File: config.mk
export PLATFORM = sky130hd
export DESIGN_NAME = switch_activity_monitor
export DESIGN_NICKNAME = d
export VERILOG_FILES = /design/src/rtl/switch_activity_monitor_pkg.sv /design/src/rtl/switch_activity_monitor_toggle_popcount.sv /design/src/rtl/switch_activity_monitor.sv
export SDC_FILE = /design/constraint.sdc
export NUM_CORES = 1
export LEC_CHECK = 0
export CELL_PAD_IN_SITES_DETAIL_PLACEMENT = 0
export CELL_PAD_IN_SITES_GLOBAL_PLACEMENT = 2
export CORE_MARGIN = 4
export CORE_UTILIZATION = 34
export CTS_CLUSTER_DIAMETER = 120
export DETAILED_ROUTE_END_ITERATION = 16
export PLACE_DENSITY = 0.86
export SLEW_MARGIN = 15
export SYNTH_ARGS = -nofsm -noshare
export SYNTH_HDL_FRONTEND = slang
export SYNTH_SLANG_ARGS = --single-unit
File: constraint.sdc
create_clock -name clk -period 9.5 [get_ports clk]
set_input_delay 1.9 -clock clk [delete_from_list [all_inputs] [get_ports clk]]
set_output_delay 1.9 -clock clk [all_outputs]
set_load 0.01 [all_outputs]
File: src/rtl/switch_activity_monitor_pkg.sv
// Shared types, default sizes and arithmetic helpers for the switching-activity monitor.
package act_mon_pkg;

   localparam int N_IN_DEF       = 16;
   localparam int WINDOW_LEN_DEF = 256;
   localparam int CNT_W_DEF      = 16;

   typedef enum logic [1:0] {
      IDLE   = 2'd0,
      ACCUM  = 2'd1,
      REPORT = 2'd2
   } state_e;

   // Saturating add on zero-extended operands. Bit 32 of the result flags a clamp;
   // bits [31:0] hold min(a + b, max_val).
   function automatic logic [32:0] sat_add(input logic [31:0] a,
                                           input logic [31:0] b,
                                           input logic [31:0] max_val);
      logic [32:0] sum;
      sum = {1'b0, a} + {1'b0, b};
      if (sum > {1'b0, max_val}) begin
         return {1'b1, max_val};
      end
      return sum;
   endfunction

endpackage

File: src/rtl/switch_activity_monitor_toggle_popcount.sv
// Combinational Hamming distance between two vectors (XOR then population count).
module toggle_popcount
   import act_mon_pkg::*;
#(
   parameter int N_IN  = N_IN_DEF,
   parameter int OUT_W = $clog2(N_IN + 1)
) (
   input  logic [N_IN-1:0]  vec_a,
   input  logic [N_IN-1:0]  vec_b,
   output logic [OUT_W-1:0] count
);

   logic [N_IN-1:0] diff;

   assign diff = vec_a ^ vec_b;

   // Count the set bits of the difference vector.
   always_comb begin
      count = '0;
      for (int i = 0; i < N_IN; i++) begin
         count = count + OUT_W'(diff[i]);
      end
   end

endmodule

File: src/rtl/switch_activity_monitor.sv
// Windowed input/output toggle counter feeding switching-activity totals to a
// valid/ready result port. One window = WINDOW_LEN accepted samples.
module switch_activity_monitor
   import act_mon_pkg::*;
#(
   parameter int N_IN       = N_IN_DEF,
   parameter int WINDOW_LEN = WINDOW_LEN_DEF,
   parameter int CNT_W      = CNT_W_DEF
) (
   input  logic             clk,
   input  logic             rst,
   input  logic             start,
   input  logic             in_valid,
   output logic             in_ready,
   input  logic [N_IN-1:0]  in_vec,
   input  logic             in_resp,
   output logic             res_valid,
   input  logic             res_ready,
   output logic [CNT_W-1:0] res_in_toggles,
   output logic [CNT_W-1:0] res_out_toggles,
   output logic [CNT_W-1:0] res_samples,
   output logic             res_sat,
   output logic             busy
);

   localparam int          PC_W    = $clog2(N_IN + 1);
   localparam logic [31:0] CNT_MAX = 32'((64'd1 << CNT_W) - 64'd1);

   state_e           state_q, state_d;
   logic             in_ready_q, in_ready_d;
   logic             res_valid_q, res_valid_d;
   logic             busy_q, busy_d;
   logic             first_q, first_d;
   logic             sat_q, sat_d;
   logic [N_IN-1:0]  prev_vec_q, prev_vec_d;
   logic             prev_resp_q, prev_resp_d;
   logic [CNT_W-1:0] in_acc_q, in_acc_d;
   logic [CNT_W-1:0] out_acc_q, out_acc_d;
   logic [CNT_W-1:0] samp_q, samp_d;
   logic [CNT_W-1:0] res_in_q, res_in_d;
   logic [CNT_W-1:0] res_out_q, res_out_d;
   logic [CNT_W-1:0] res_samp_q, res_samp_d;

   logic [PC_W-1:0]  beat_toggles;
   logic [32:0]      in_sum;
   logic [32:0]      out_sum;
   logic             accept;
   logic             handshake;
   logic             arm;

   toggle_popcount #(
      .N_IN  (N_IN),
      .OUT_W (PC_W)
   ) u_popcount (
      .vec_a (in_vec),
      .vec_b (prev_vec_q),
      .count (beat_toggles)
   );

   assign accept    = in_valid & in_ready_q;
   assign handshake = res_valid_q & res_ready;
   assign in_sum    = sat_add(32'(in_acc_q), 32'(beat_toggles), CNT_MAX);
   assign out_sum   = sat_add(32'(out_acc_q), 32'(in_resp ^ prev_resp_q), CNT_MAX);

   // Next-state, accumulation and result capture; handshake outputs are a
   // registered decode of the next state so they line up with the state register.
   always_comb begin
      state_d     = state_q;
      first_d     = first_q;
      sat_d       = sat_q;
      prev_vec_d  = prev_vec_q;
      prev_resp_d = prev_resp_q;
      in_acc_d    = in_acc_q;
      out_acc_d   = out_acc_q;
      samp_d      = samp_q;
      res_in_d    = res_in_q;
      res_out_d   = res_out_q;
      res_samp_d  = res_samp_q;
      arm         = 1'b0;

      case (state_q)
         IDLE: begin
            if (start) begin
               arm = 1'b1;
            end
         end
         ACCUM: begin
            if (accept) begin
               samp_d      = samp_q + CNT_W'(1);
               prev_vec_d  = in_vec;
               prev_resp_d = in_resp;
               first_d     = 1'b0;
               // The first sample of a window only seeds the previous vector.
               if (!first_q) begin
                  in_acc_d  = CNT_W'(in_sum[31:0]);
                  out_acc_d = CNT_W'(out_sum[31:0]);
                  if (in_sum[32] || out_sum[32]) begin
                     sat_d = 1'b1;
                  end
               end
               if (samp_d == CNT_W'(WINDOW_LEN)) begin
                  state_d    = REPORT;
                  res_in_d   = in_acc_d;
                  res_out_d  = out_acc_d;
                  res_samp_d = samp_d;
               end
            end
         end
         REPORT: begin
            if (handshake) begin
               state_d = IDLE;
               if (start) begin
                  arm = 1'b1;
               end
            end
         end
         default: begin
            state_d = IDLE;
         end
      endcase

      if (arm) begin
         state_d   = ACCUM;
         in_acc_d  = '0;
         out_acc_d = '0;
         samp_d    = '0;
         sat_d     = 1'b0;
         first_d   = 1'b1;
      end

      in_ready_d  = (state_d == ACCUM);
      res_valid_d = (state_d == REPORT);
      busy_d      = (state_d != IDLE);
   end

   // State and datapath registers with synchronous active-high reset.
   always_ff @(posedge clk) begin
      if (rst) begin
         state_q     <= IDLE;
         in_ready_q  <= 1'b0;
         res_valid_q <= 1'b0;
         busy_q      <= 1'b0;
         first_q     <= 1'b1;
         sat_q       <= 1'b0;
         prev_vec_q  <= '0;
         prev_resp_q <= 1'b0;
         in_acc_q    <= '0;
         out_acc_q   <= '0;
         samp_q      <= '0;
         res_in_q    <= '0;
         res_out_q   <= '0;
         res_samp_q  <= '0;
      end else begin
         state_q     <= state_d;
         in_ready_q  <= in_ready_d;
         res_valid_q <= res_valid_d;
         busy_q      <= busy_d;
         first_q     <= first_d;
         sat_q       <= sat_d;
         prev_vec_q  <= prev_vec_d;
         prev_resp_q <= prev_resp_d;
         in_acc_q    <= in_acc_d;
         out_acc_q   <= out_acc_d;
         samp_q      <= samp_d;
         res_in_q    <= res_in_d;
         res_out_q   <= res_out_d;
         res_samp_q  <= res_samp_d;
      end
   end

   assign in_ready        = in_ready_q;
   assign res_valid       = res_valid_q;
   assign busy            = busy_q;
   assign res_sat         = sat_q;
   assign res_in_toggles  = res_in_q;
   assign res_out_toggles = res_out_q;
   assign res_samples     = res_samp_q;

endmodule

== Word level (Yosys, flattened, before mapping) ==
Cells that the tools add are included.
Word-level totals
  register bits after elaboration: 120
  bits of input ports: 22
  word-level logic and storage cells: 67
Operators by class
  add/subtract/negate cells: 18
  $lt $le $gt $ge: 2
  eq/ne operators: 5
  muxes and demuxes: 16
  bitwise logic cells: 5
  reductions and logical operators: 7
Operator list (number)
  2-to-1 mux 33 bit: 4
  adder 5 x 1 -> 5 bit: 14
  greater-than comparator 17 x 16 -> 1 bit (second input constant): 2
  2-to-1 mux 16 bit: 2
  adder 16 x 1 -> 17 bit: 1
  adder 16 x 5 -> 17 bit: 1
  adder 16 x 1 -> 16 bit (second input constant): 1
  equality test 16 x 9 -> 1 bit (second input constant): 1
  bitwise XOR 16 bit: 1
  2-to-1 mux 2 bit: 4
  one-hot mux 2 bit (3 select lines): 1
  equality test 2 x 1 -> 1 bit (second input constant): 2
  equality test 2 bit (second input constant): 2
  2-to-1 mux 1 bit: 4
  AND reduction 4 bit: 1
  AND reduction 3 bit: 1
  adder 1 x 1 -> 2 bit: 1
  bitwise AND 1 bit: 2
  zero test 2 bit: 1
  one-hot mux 1 bit (2 select lines): 1
  AND reduction 2 bit: 1
  nonzero test 2 bit: 1
  OR reduction 2 bit: 1
  logical OR 1 bit: 1
  other kinds (2): 2

== Depth between registers and ports, before layout ==
Gate-level depths: netlist of run 1.
  word-level depth: 22
  gate-level depth with buffers: 19
  gate-level depth less buffers: 19

== Hierarchy ==
Synthesis of run 1 repeated with hierarchy kept, for this count alone.
Unflattened totals
  cells, all modules: 733
  area, all modules: 6391.1 µm²
Modules (own cells, without submodules)
  switch_activity_monitor: times used 1, cells each 686, area an instance 5903.2 µm², seq. area each 2402.3 µm²
  toggle_popcount: times used 1, cells each 47, area an instance 488.0 µm², seq. area each 0.0 µm²

== Least setup slack after synthesis of run 1 ==
Ideal clock, no wire load.
  path kind: input to register
  start: in in_vec[0]
  end: reg res_in_q[12], in the netlist res_in_toggles[12]
  arrival: 7235 ps
  required time: 9380 ps
  path slack: 2145 ps
  stages on the path: 16
  buffers on the path: 0
  cell sequence: xor2_1 > ha_1 > fa_1 > fa_1 > fa_1 > inv_1 > fa_1 > fa_1 > fa_1 > fa_1 > nor2b_1 > o211ai_1 > a2111oi_0 > nand3_1 > o211ai_1 > a21oi_1
On the way
  cells in the longest elaborated chain, start to end: 21
Ends and longest elaborated chain
  from (decl): RTL line switch_activity_monitor.sv:15  | input logic [N_IN-1:0] in_vec,
  bitwise XOR 16 bit *: RTL line switch_activity_monitor_toggle_popcount.sv:15  | assign diff = vec_a ^ vec_b;
  adder 1 x 1 -> 2 bit *: RTL line switch_activity_monitor_toggle_popcount.sv:21  | count = count + OUT_W'(diff[i]);
  adder 5 x 1 -> 5 bit * (14 in a row): RTL line switch_activity_monitor_toggle_popcount.sv:21
  adder 16 x 5 -> 17 bit *: RTL line switch_activity_monitor_pkg.sv:20  | sum = {1'b0, a} + {1'b0, b};
  greater-than comparator 17 x 16 -> 1 bit: RTL line switch_activity_monitor_pkg.sv:21  | if (sum > {1'b0, max_val}) begin
  2-to-1 mux 1 bit: RTL line switch_activity_monitor_pkg.sv:21
  2-to-1 mux 33 bit *: RTL line switch_activity_monitor_pkg.sv:24  | return sum;
  2-to-1 mux 16 bit *: RTL line switch_activity_monitor.sv:94  | if (!first_q) begin
  to (signal assigned): RTL line switch_activity_monitor.sv:165  | res_in_q <= res_in_d;
  to (decl): RTL line switch_activity_monitor.sv:40  | logic [CNT_W-1:0] res_in_q, res_in_d;
Mark *: on every way between the ends. The rest lies on a longest branch, timed or not.
A chain may end at the register's enable or synchronous reset.

== Worst setup path in the final report of run 1 ==
Ends and elaborated chain as after synthesis.

==> results.txt, run 1 <==
The core region is 17200 um2. The transition at the pin with the smallest max-transition slack is 0.974 ns. The post-detailed-routing wire length came out at 15600 um. The worst setup path is of the primary input to flip-flop kind. The final net count is 808.

For this configuration, the core starts out at a cell density of 34.7%. The flow ran to the end, and the final reports show no timing, DRC or antenna violations. The count of TritonRoute iterations in the first routing pass is 5. The achievable clock frequency came out at 127 MHz.

The final sum of negative setup slack is 0 ns. The routed layout has 5173 vias. The areal power density over the cells is 189 nW/um2. The worst hold-check path type is flip-flop to flip-flop.

The top cell types in the final layout, fill and taps aside, are dfxtp_1, nand2_1, a21oi_1, clkdlybuf4s50_1, nor2_1. The final-layout fill cell count is 1670. The final count of hold timing violations is 0.

The total overflow reported by the global router is 0. Yosys mapped a number of flops with a built-in enable equal to 0. The tool flagged a number of max-cap violations equal to 0. The number of synthesized register bits came out at 120. Broken down by cell family, the worst path's largest delay share belongs to adder cells.

The number of CTS-inserted buffers is 17. The start point of the critical path is in_vec[0]. The initialized floorplan defines 48 standard-cell rows.

The via density per instance is 5.18. The number of antenna-violating nets in the routed design came out at 0. For this run, the leading register cell type out of synthesis is dfxtp_1. The height of the chip came out at 141 um.

TritonCTS built the clock tree. On the final layout, the worst clock skew is 0.00882 ns. The placer's final routability congestion estimate came out at 0.845.

Walking the worst path, the cells encountered are clkdlybuf4s50_1 -> xor2_1 -> ha_1 -> fa_1 -> fa_1 -> fa_1 -> inv_1 -> fa_1 -> fa_1 -> fa_1 -> fa_1 -> nor2b_1 -> o211ai_1 -> a2111oi_0 -> nand3_1 -> o211ai_1 -> a21oi_1. Measured against its own limit, the worst slew margin works out to 34.7%. The count of final setup violators came out at 0. STA classifies the critical path startpoint as a primary input. The delay of the slowest cell on the worst path came out at 0.87 ns. The number of nets in the synthesized netlist came out at 753.

The number of pins exceeding their max-slew limit in the final report is 0. The latest clock arrival within the worst-skew pair came out at 0.42 ns. The peak fanout along the critical path is 6.

The final critical path takes up 83.1% of the cycle. Counting I/O delays and the setup requirement, the final critical path takes 7.90 ns. The worst hold path begins at res_out_toggles[2]. The leakage power is 2.55 nW. The synthesis-to-layout area growth is 24.7%. The total of warnings raised by yosys is 0. The first global-routing pass estimated 25400 um of wire. The synthesized instance count came out at 707. The worst-case vdd ir drop came out at 0.000129 V.

The critical path data required time came out at 9.77 ns. The clock tree root buffer cell is clkbuf_16. The number of antenna violations at the first check in global routing is 0.

The startpoint identified for the worst register-to-register timing path is prev_vec_q[0]. The first routing iteration left 367 violations. The number of different library cells used by synthesis comes to 58.

After synthesis, the share of flip-flops with an asynchronous set or reset is 0%. The longest clock path from root to sink contains 2 buffers. The mean instance size in the synthesized netlist is 8.45 um2. The worst setup path is captured at a flip-flop.

Summed over all nets, the half-perimeter wirelength after detailed placement is 10500 um. The cell area that synthesis handed to floorplanning was 5970 um2. By instance count, the cell type seen most on the critical path is fa_1. After clock tree synthesis, the clock-pin slew on the worst setup and hold paths is 0.05 ns.

Setup repair after global routing left no endpoint under its margin. The arrival time reported for the critical path endpoint is 8.17 ns. The detail-routed net length per standard cell is 15.6 um. The library cell used most frequently in the layout, excluding fill and tap cells, is dfxtp_1. The post-layout instance count excluding filler cells is 999. Counting every sink on the clock net gives 120. The H-tree generated during clock tree synthesis spans 4 levels. The maximum number of pins on one net before global-route repair came out at 59. Together, buffers and inverters on the worst path number 2. The via count of the first global-routing pass is 4949. The number of primary I/O pins came out at 74.

The floorplan step defined a die boundary enclosing 19800 um2. The proportion of synthesized chip area in sequential cells is 40.2%. Measured along the x axis, the die boundary spans 141 um.

Post-CTS repair changed the size of 0 cells. The antenna diode instance count came out at 0. The number of hold buffers added after CTS was 0. The number of placed instances, taps included came out at 968. The post-CTS setup-driven buffer insertion count is 0.

The slowest stage of the critical path is the a2111oi_0 cell. The global-route usage over all layers came out at 15.9%. Port buffering added 73 buffers.

The share of layout cells above drive strength 1 came out at 6.33%. The total DRC errors in the routed layout is 0.
-- tightest hold or removal path, delay by kind of cell, from the launching register on --
kind,cells,cell delay (ns)
AND/OR/NAND/NOR,1,0.05
flip-flops,1,0.30
AO/OA/AOI/OAI,1,0.05
-- metal layers --
layer / vias to the layer above / global-route usage, % / share of wire, % / wire (um)
met4: 0 / 4.90 / 1.2 / 192
met5: - / 0 / 0 / 0
met2: 134 / 24.1 / 45 / 6940
met3: 17 / 4.40 / 5.2 / 805
li1: 2624 / - / - / -
met1: 2398 / 22.0 / 49 / 7620
-- path summary, 6_finish.rpt --
path | end | slack [ns] | cells past startpoint
worst min register to register | res_out_toggles[2] | 0.45 | 2
worst max-delay path | res_in_toggles[12] | 1.60 | 17
worst min-delay path | res_out_toggles[2] | 0.45 | 2
worst max register to register | res_in_toggles[12] | 3.23 | 16
-- state kept, by name, indices dropped and copies added, names as in the netlist, 2 cells and up --
name / count
in_acc_q: 16
out_acc_q: 16
prev_vec_q: 16
res_in_toggles: 16
res_out_toggles: 16
res_samples: 16
samp_q: 16
state_q: 2
-- cells by family after synthesis --
kind of cell	Yosys count	synth area share, %
AOI/OAI and AO/OA	168	18.3
xor gates and xnor gates	40	5.86
adders and majority gates	24	6.41
buffers and inverters	58	4.10
DFF	120	40.2
muxes	8	1.36
and+or+nand+nor	289	23.7
-- Yosys cell counts (8+ instances only) --
cell type  number  area (um2)
a21oi_1        76         380
nand3_1        27         135
ha_1           13         163
a31oi_1         9        56.3
xor2_1         26         228
and2_1         17         106
o21ai_0        17        85.1
inv_1          16        60.1
nand2_1       100         375
o211ai_1       14         105
fa_1           11         220
nand4_1        10        62.6
nor2_1         65         244
clkbuf_1       33         124
dfxtp_1       120        2400
a211oi_1       15         113
xnor2_1        14         123
nor3_1         19        95.1
and4_1          8        70.1
and3_1          8        50.1
-- stage by stage --
step	power, mW	setup WS [ns]	hold WS, ns	cell area (um2)	util, %
after global placement	0.733	1.43	0.441	6830	39.6
after CTS	1.43	1.58	0.450	7450	43.2
after floorplan	0.686	2.14	0.448	5970	-
final	1.41	1.60	0.448	7450	43.2
after global routing	1.48	1.25	0.471	7450	43.2
after detailed placement	0.746	1.16	0.442	6830	39.6
-- layout make-up --
cell class              instances  area (um2)  share of cell area, %
multi-input cells             529        3330                   44.6
flip-flops and latches        120        2400                   32.2
repair buffers                 78         763                   10.2
clock buffers                  19         443                   5.94
well taps                     225         282                   3.78
clock inverters                12         175                   2.35
inverters                      16        60.1                  0.806
-- power by group --
group / leakage [nW] / internal (mW) / switching, mW
sequential: 0.967 / 0.506 / 0.00233
combinational: 1.28 / 0.0993 / 0.126
clock: 0.295 / 0.443 / 0.232
No activity file was read; power rests on OpenSTA's default activity.
==> inputs of run 2 (changes only) <==
clock period = 8.2 ns   (was 9.5 ns; I/O delays follow)
==> run 2 against run 1 <==
  * Combinational power is 16% higher
  * Clock-buffer cell count stayed put
  * Via count is 2.1% higher
  * Wire length is 0.76% lower
  * Power is 14% higher
  * Sequential share of layout area hardly changed
  * Highest routed layer unchanged
==> results.txt, run 2 (same netlist as run 1, synthesis figures left out) <==
The largest buffer count on any clock path came out at 2 (unchanged). The number of placed instances, taps included is 971 (was 968). The clock-pin slew on the worst setup and hold paths is 0.06 ns (was 0.05 ns). The startpoint kind of the worst setup timing path is a primary input (unchanged). The horizontal extent of the die came out at 141 um (unchanged). The transition at the pin with the smallest max-transition slack came out at 1.02 ns (was 0.974 ns). The starting density of the core came out at 34.7% (unchanged). The post-route total power came to 1.61 mW (was 1.41 mW). The combined area of the multi-input logic cells is 3330 um2 (unchanged). The overall die area was 19800 um2 (unchanged).

The maximum level of the CTS H-tree is 4 (unchanged). The number of hold-repair buffers added at the cts stage is 0 (unchanged). The detailed-placement wirelength estimate is 10500 um (about the same). The number of gates resized after cts is 0 (unchanged). The final count of hold timing violations came out at 0 (unchanged). The number of primary I/O pins came to 74 (unchanged).

The placed cell area came to 6860 um2 (was 6830 um2). The final net count is 811 (was 808). The post-layout instance count excluding filler cells came out at 1003 (was 999). Unrepaired setup endpoints after global routing: false (unchanged). The final-layout fill cell count is 1683 (was 1670). The count of final setup violators is 0 (unchanged). The final clock skew is 0.00842 ns (was 0.00882 ns). The placeable core area came out at 17200 um2 (unchanged). The total overflow reported by the global router is 0 (unchanged). Derived from the worst setup path, the maximum achievable clock frequency is 133 MHz. The global-route track usage on met2 came out at 23.8% (was 24.1%). The total DRC errors in the routed layout came out at 0 (unchanged). The remaining max-slew budget at the tightest pin came to 31.8% (was 34.7%).

The most common library cell in the layout ignoring fill and taps is dfxtp_1 (unchanged). The clock sink count is 120 (unchanged). Of the available clock period, the critical path in the final layout requires 91.7%. The number of antenna violations at the first check in global routing is 0 (unchanged). The post-route standard cell area excluding fillers is 7460 um2 (was 7450 um2). The arrival time reported for the critical path endpoint came out at 7.78 ns (was 8.17 ns).

The placer's final routability congestion estimate came out at 0.873 (was 0.845). The starting DRC count in detailed routing is 274 (was 367). The met1 track demand over resource is 22.5% (was 22.0%). The number of pins exceeding their max-slew limit in the final report came to 0 (unchanged). The clock tree root buffer cell is clkbuf_16 (unchanged). The smallest hold slack is 0.451 ns (was 0.448 ns). Most frequent cells in the layout: dfxtp_1, nand2_1, a21oi_1, clkdlybuf4s50_1, nor2_1 (unchanged). The element type at the critical path end was a flip-flop (unchanged).

The number of CTS-inserted buffers came out at 17 (unchanged). The max-capacitance violation count was 0 (unchanged). The maximum number of pins on one net before global-route repair came out at 59 (unchanged). The latest clock arrival within the worst-skew pair is 0.41 ns (was 0.42 ns). The global-route usage over all layers is 15.8% (was 15.9%). The share of layout cells above drive strength 1 is 6.94% (was 6.33%). The post-CTS setup-driven buffer insertion count came out at 0 (unchanged).

The peak fanout along the critical path came out at 8 (was 6). The wire length of the first global-routing pass is 25400 um (about the same). The post-detailed-routing wire length came out at 15400 um (was 15600 um). The number of antenna-violating nets in the routed design is 0 (unchanged).

The via count of the first global-routing pass came to 4985 (was 4949). The via density per instance is 5.27 (was 5.18). The TritonCTS clock tree was built (unchanged).

The met3 capacity usage during global routing came out at 3.99% (was 4.40%). The leakage power came out at 2.56 nW (was 2.55 nW). The final sum of negative setup slack is 0 ns (unchanged). Status: finished, final reports clean (unchanged). The height of the chip is 141 um (unchanged).

The via count of the routed design was 5281 (was 5173). The worst hold-check path type is flip-flop to flip-flop (unchanged). The number of placement rows is 48 (unchanged).

The worst-case vdd ir drop came out at 0.000146 V (was 0.000129 V). The critical path data required time was 8.45 ns (was 9.77 ns). The class of the most critical setup path was primary input to flip-flop (unchanged). The flip-flop and latch area came out at 2400 um2 (unchanged).

The number of port buffers came out at 73 (unchanged). The setup slack of the critical path after layout was 0.677 ns (was 1.60 ns). The final critical delay including setup and external delays came out at 7.52 ns. The most used routing layer is met2 (unchanged). The detail-routed net length per standard cell came out at 15.4 um (was 15.6 um). The areal power density over the cells is 216 nW/um2 (was 189 nW/um2). The pre-CTS setup slack is 0.270 ns (was 1.16 ns). The synthesis-to-layout area growth is 24.9% (was 24.7%). The antenna diode instance count is 0 (unchanged). The count of TritonRoute iterations in the first routing pass was 5 (unchanged). The utilization of the core after routing is 43.3% (was 43.2%).
run 2: final cells by class:
type	count	area share, %
clock buffer	19	6.07
clock inverter	13	2.05
inverter	16	0.805
timing repair buffer	81	10.5
sequential	120	32.2
tap	225	3.77
multi-input combinational	529	44.6
run 2: worst max-delay path, stage by stage:
cell	delay (ns)
clkdlybuf4s50_1	0.49
xor2_1	0.16
ha_1	0.27
fa_1	0.51
fa_1	0.52
fa_1	0.55
inv_1	0.06
fa_1	0.50
fa_1	0.48
fa_1	0.42
xnor2_1	0.21
ha_1	0.30
nor2b_1	0.18
o211ai_1	0.50
a2111oi_4	0.23
or4_1	0.55
o211ai_1	0.13
a21oi_1	0.09
run 2: metal layers:
| layer | up-vias | share of wire, % |
|---|---|---|
| li1 | 2631 | - |
| met1 | 2502 | 49 |
| met2 | 132 | 45 |
| met3 | 16 | 4.6 |
| met4 | 0 | 1.1 |
| met5 | - | 0 |
run 2: path summary, 6_finish.rpt:
kind / from / to / slack (ns) / cells past startpoint
min reg2reg: res_in_toggles[8] / res_in_toggles[8] / 0.45 / 2
max: in_vec[0] / in_acc_q[7] / 0.68 / 18
min: res_in_toggles[8] / res_in_toggles[8] / 0.45 / 2
max reg2reg: prev_vec_q[0] / in_acc_q[7] / 2.03 / 17
run 2: report_power, final:
| group | total, mW | internal, mW | switching, mW |
|---|---|---|---|
| registers | 0.589 | 0.586 | 0.00269 |
| clock network | 0.760 | 0.491 | 0.269 |
| logic | 0.262 | 0.115 | 0.148 |
| total | 1.61 | 1.19 | 0.420 |
==> inputs of run 3 (changes only) <==
REMOVE_ABC_BUFFERS = 1   (was unset)
SKIP_LAST_GASP = 1   (was unset)
==> run 3 against run 2 <==
  * Worst hold slack about the same
  * Core utilization grew 0.39 points
  * Clock power grew 12%
  * Design area up 0.91%
  * Sequential cell count unchanged
  * Die area unchanged
  * Wire length fell by 3.4%
  * Power grew 4.7%
  * Largest cell class unchanged
==> results.txt, run 3 (same netlist as run 1, synthesis figures left out) <==
Status: finished, final reports clean (unchanged). The starting DRC count in detailed routing is 236 (was 274). The clock sink count is 120 (unchanged). The class of the most critical setup path is primary input to flip-flop (unchanged). The max-capacitance violation count is 0 (unchanged). The placeable core area came to 17200 um2 (unchanged).

The setup slack of the critical path after layout came to 0.669 ns (was 0.677 ns). The via count of the routed design is 5159 (was 5281). The clock-pin slew on the worst setup and hold paths came out at 0.06 ns (about the same).

The antenna diode instance count is 0 (unchanged). The number of pins exceeding their max-slew limit in the final report is 0 (unchanged). The most common library cell in the layout ignoring fill and taps is dfxtp_1 (unchanged). The number of antenna violations at the first check in global routing is 0 (unchanged).

The met1 track demand over resource came out at 20.1% (was 22.5%). The number of placement rows is 48 (unchanged). The endpoint of the worst setup timing path is res_in_toggles[10] (was in_acc_q[7]). The largest buffer count on any clock path is 2 (unchanged). The total overflow reported by the global router came to 0 (unchanged).

The starting density of the core came to 34.7% (unchanged). The number of placed instances, taps included came out at 971 (unchanged). The worst-case vdd ir drop came out at 0.000141 V (was 0.000146 V). The share of layout cells above drive strength 1 is 6.94% (unchanged).

The via density per instance is 5.14 (was 5.27). The areal power density over the cells came out at 224 nW/um2 (was 216 nW/um2). The wire length of the first global-routing pass is 24700 um (was 25400 um). The final critical delay including setup and external delays came out at 7.53 ns (was 7.52 ns). The synthesis-to-layout area growth came to 26.0% (was 24.9%). The latest clock arrival within the worst-skew pair came out at 0.41 ns (about the same). The detailed-placement wirelength estimate came to 10200 um (was 10500 um). The cell at the slowest stage of the critical path was a211oi_1 (was fa_1). The number of port buffers came to 73 (unchanged). The total DRC errors in the routed layout came out at 0 (unchanged). The final clock skew is 0.00623 ns (was 0.00842 ns). The number of hold-repair buffers added at the cts stage was 0 (unchanged). The post-layout instance count excluding filler cells is 1003 (unchanged). The global-route usage over all layers is 15.3% (was 15.8%). The startpoint kind of the worst setup timing path is a primary input (unchanged). Series of cell instances along the critical path: clkdlybuf4s50_1 -> xor2_1 -> ha_1 -> fa_1 -> fa_1 -> fa_1 -> inv_1 -> fa_1 -> fa_1 -> fa_1 -> fa_1 -> nor2b_1 -> o211ai_1 -> a211oi_1 -> a21boi_0 -> o21ai_0 -> a21oi_1 (was clkdlybuf4s50_1 -> xor2_1 -> ha_1 -> fa_1 -> fa_1 -> fa_1 -> inv_1 -> fa_1 -> fa_1 -> fa_1 -> xnor2_1 -> ha_1 -> nor2b_1 -> o211ai_1 -> a2111oi_4 -> or4_1 -> o211ai_1 -> a21oi_1). The final sum of negative setup slack was 0 ns (unchanged).

The met3 capacity usage during global routing is 4.06% (was 3.99%). The peak fanout along the critical path came to 6 (was 8). The family with the most delay on the worst path is adder cells (unchanged). The cell repeated most along the worst path is fa_1 (unchanged). The portion of the clock cycle consumed by the worst path in the final layout is 91.8% (was 91.7%). The most used routing layer is met2 (unchanged). The TritonCTS clock tree was built (unchanged). The path length in cells of the critical path is 17 (was 18). The detail-routed net length per standard cell is 14.9 um (was 15.4 um). The maximum number of pins on one net before global-route repair is 59 (unchanged). The flop-to-flop setup slack came out at 2.04 ns (was 2.03 ns). The via count of the first global-routing pass is 5007 (was 4985). Most frequent cells in the layout: dfxtp_1, nand2_1, a21oi_1, clkdlybuf4s50_1, nor2_1 (unchanged). The remaining max-slew budget at the tightest pin came out at 29.8% (was 31.8%). Unrepaired setup endpoints after global routing: false (unchanged). The achievable clock frequency is 133 MHz (about the same). The number of gates resized after cts came out at 0 (unchanged). The clock tree root buffer cell was clkbuf_16 (unchanged).

The final count of hold timing violations is 0 (unchanged). The capture instance of the worst register-to-register path is res_in_toggles[10] (was in_acc_q[7]). The post-detailed-routing wire length is 14900 um (was 15400 um). The worst reg2reg path depth came out at 16 (was 17). The post-CTS setup-driven buffer insertion count came out at 0 (unchanged). The start point of the critical path was in_vec[1] (was in_vec[0]). The worst hold-check path type is flip-flop to flip-flop (unchanged). The count of TritonRoute iterations in the first routing pass came out at 5 (unchanged).

The horizontal extent of the die is 141 um (unchanged). The overall die area came out at 19800 um2 (unchanged). The number of primary I/O pins came out at 74 (unchanged).

The element type at the critical path end is a flip-flop (unchanged). The count of final setup violators came out at 0 (unchanged). The buffer and inverter count on the worst path is 2 (unchanged).

The final net count is 811 (unchanged). The height of the chip came out at 141 um (unchanged). The pre-CTS setup slack is 0.283 ns (was 0.270 ns). The transition at the pin with the smallest max-transition slack is 1.05 ns (was 1.02 ns).

The maximum level of the CTS H-tree came to 4 (unchanged). The leakage power came out at 2.59 nW (was 2.56 nW). The placer's final routability congestion estimate was 0.859 (was 0.873).

The arrival time reported for the critical path endpoint is 7.80 ns (was 7.78 ns). The global-route track usage on met2 came out at 24.1% (was 23.8%). The critical register-to-register path startpoint is prev_vec_q[0] (unchanged). The number of antenna-violating nets in the routed design is 0 (unchanged). The critical path data required time is 8.47 ns (was 8.45 ns). The number of CTS-inserted buffers came out at 17 (unchanged).

The delay of the slowest cell on the worst path came to 0.71 ns (was 0.55 ns).
==> run 3: cell types whose count changed in the layout (fill, tap and decap cells not counted) <==
cell / delta
clkinv_2: -4
clkinvlp_4: +1
bufinv_16: +3
clkbuf_8: -2
inv_6: +2
==> run 3: metal layers <==
| layer | vias to the layer above | wire, um |
|---|---|---|
| li1 | 2624 | - |
| met1 | 2414 | 7010 |
| met2 | 102 | 6920 |
| met3 | 19 | 726 |
| met4 | 0 | 261 |
| met5 | - | 0 |
==> run 3: where the power goes <==
group          switching [mW]  internal, mW
logic                   0.136         0.112
registers             0.00278         0.586
clock network           0.278         0.571
total                   0.418          1.27
==> run 3: worst min-delay path by stage <==
stage	endpoint	cells after the start	start
final	res_out_toggles[12]	2	res_out_toggles[12]
after global routing	res_out_toggles[15]	2	res_out_toggles[15]
after CTS	res_out_toggles[12]	2	res_out_toggles[12]
after detailed placement	res_samples[14]	1	res_samples[14]
after global placement	res_samples[7]	1	res_samples[7]
after floorplan	prev_resp_q	2	prev_resp_q
==> run 3: per-stage QoR <==
| step | util, % | power, mW | hold WS [ns] | instance area (um2) |
|---|---|---|---|---|
| after floorplan | - | 0.790 | 0.442 | 5790 |
| after global placement | 39.8 | 0.846 | 0.441 | 6860 |
| after detailed placement | 39.8 | 0.854 | 0.444 | 6860 |
| after CTS | 43.7 | 1.71 | 0.456 | 7530 |
| after global routing | 43.7 | 1.77 | 0.471 | 7530 |
| final | 43.7 | 1.69 | 0.451 | 7530 |
==> run 3: cell type report <==
cell class                      instances  area, um2
Clock buffer                           17        425
Clock inverter                         15        248
Fill cell                            1655       9710
Inverter                               16       60.1
Multi-Input combinational cell        529       3330
Sequential cell                       120       2400
Tap cell                              225        282
Timing Repair Buffer                   81        786
==> run 3: tightest hold or removal path: stages (launching register included) <==
cell and delay, ns:
dfxtp_1 0.31, nand2_1 0.05, a21oi_1 0.05
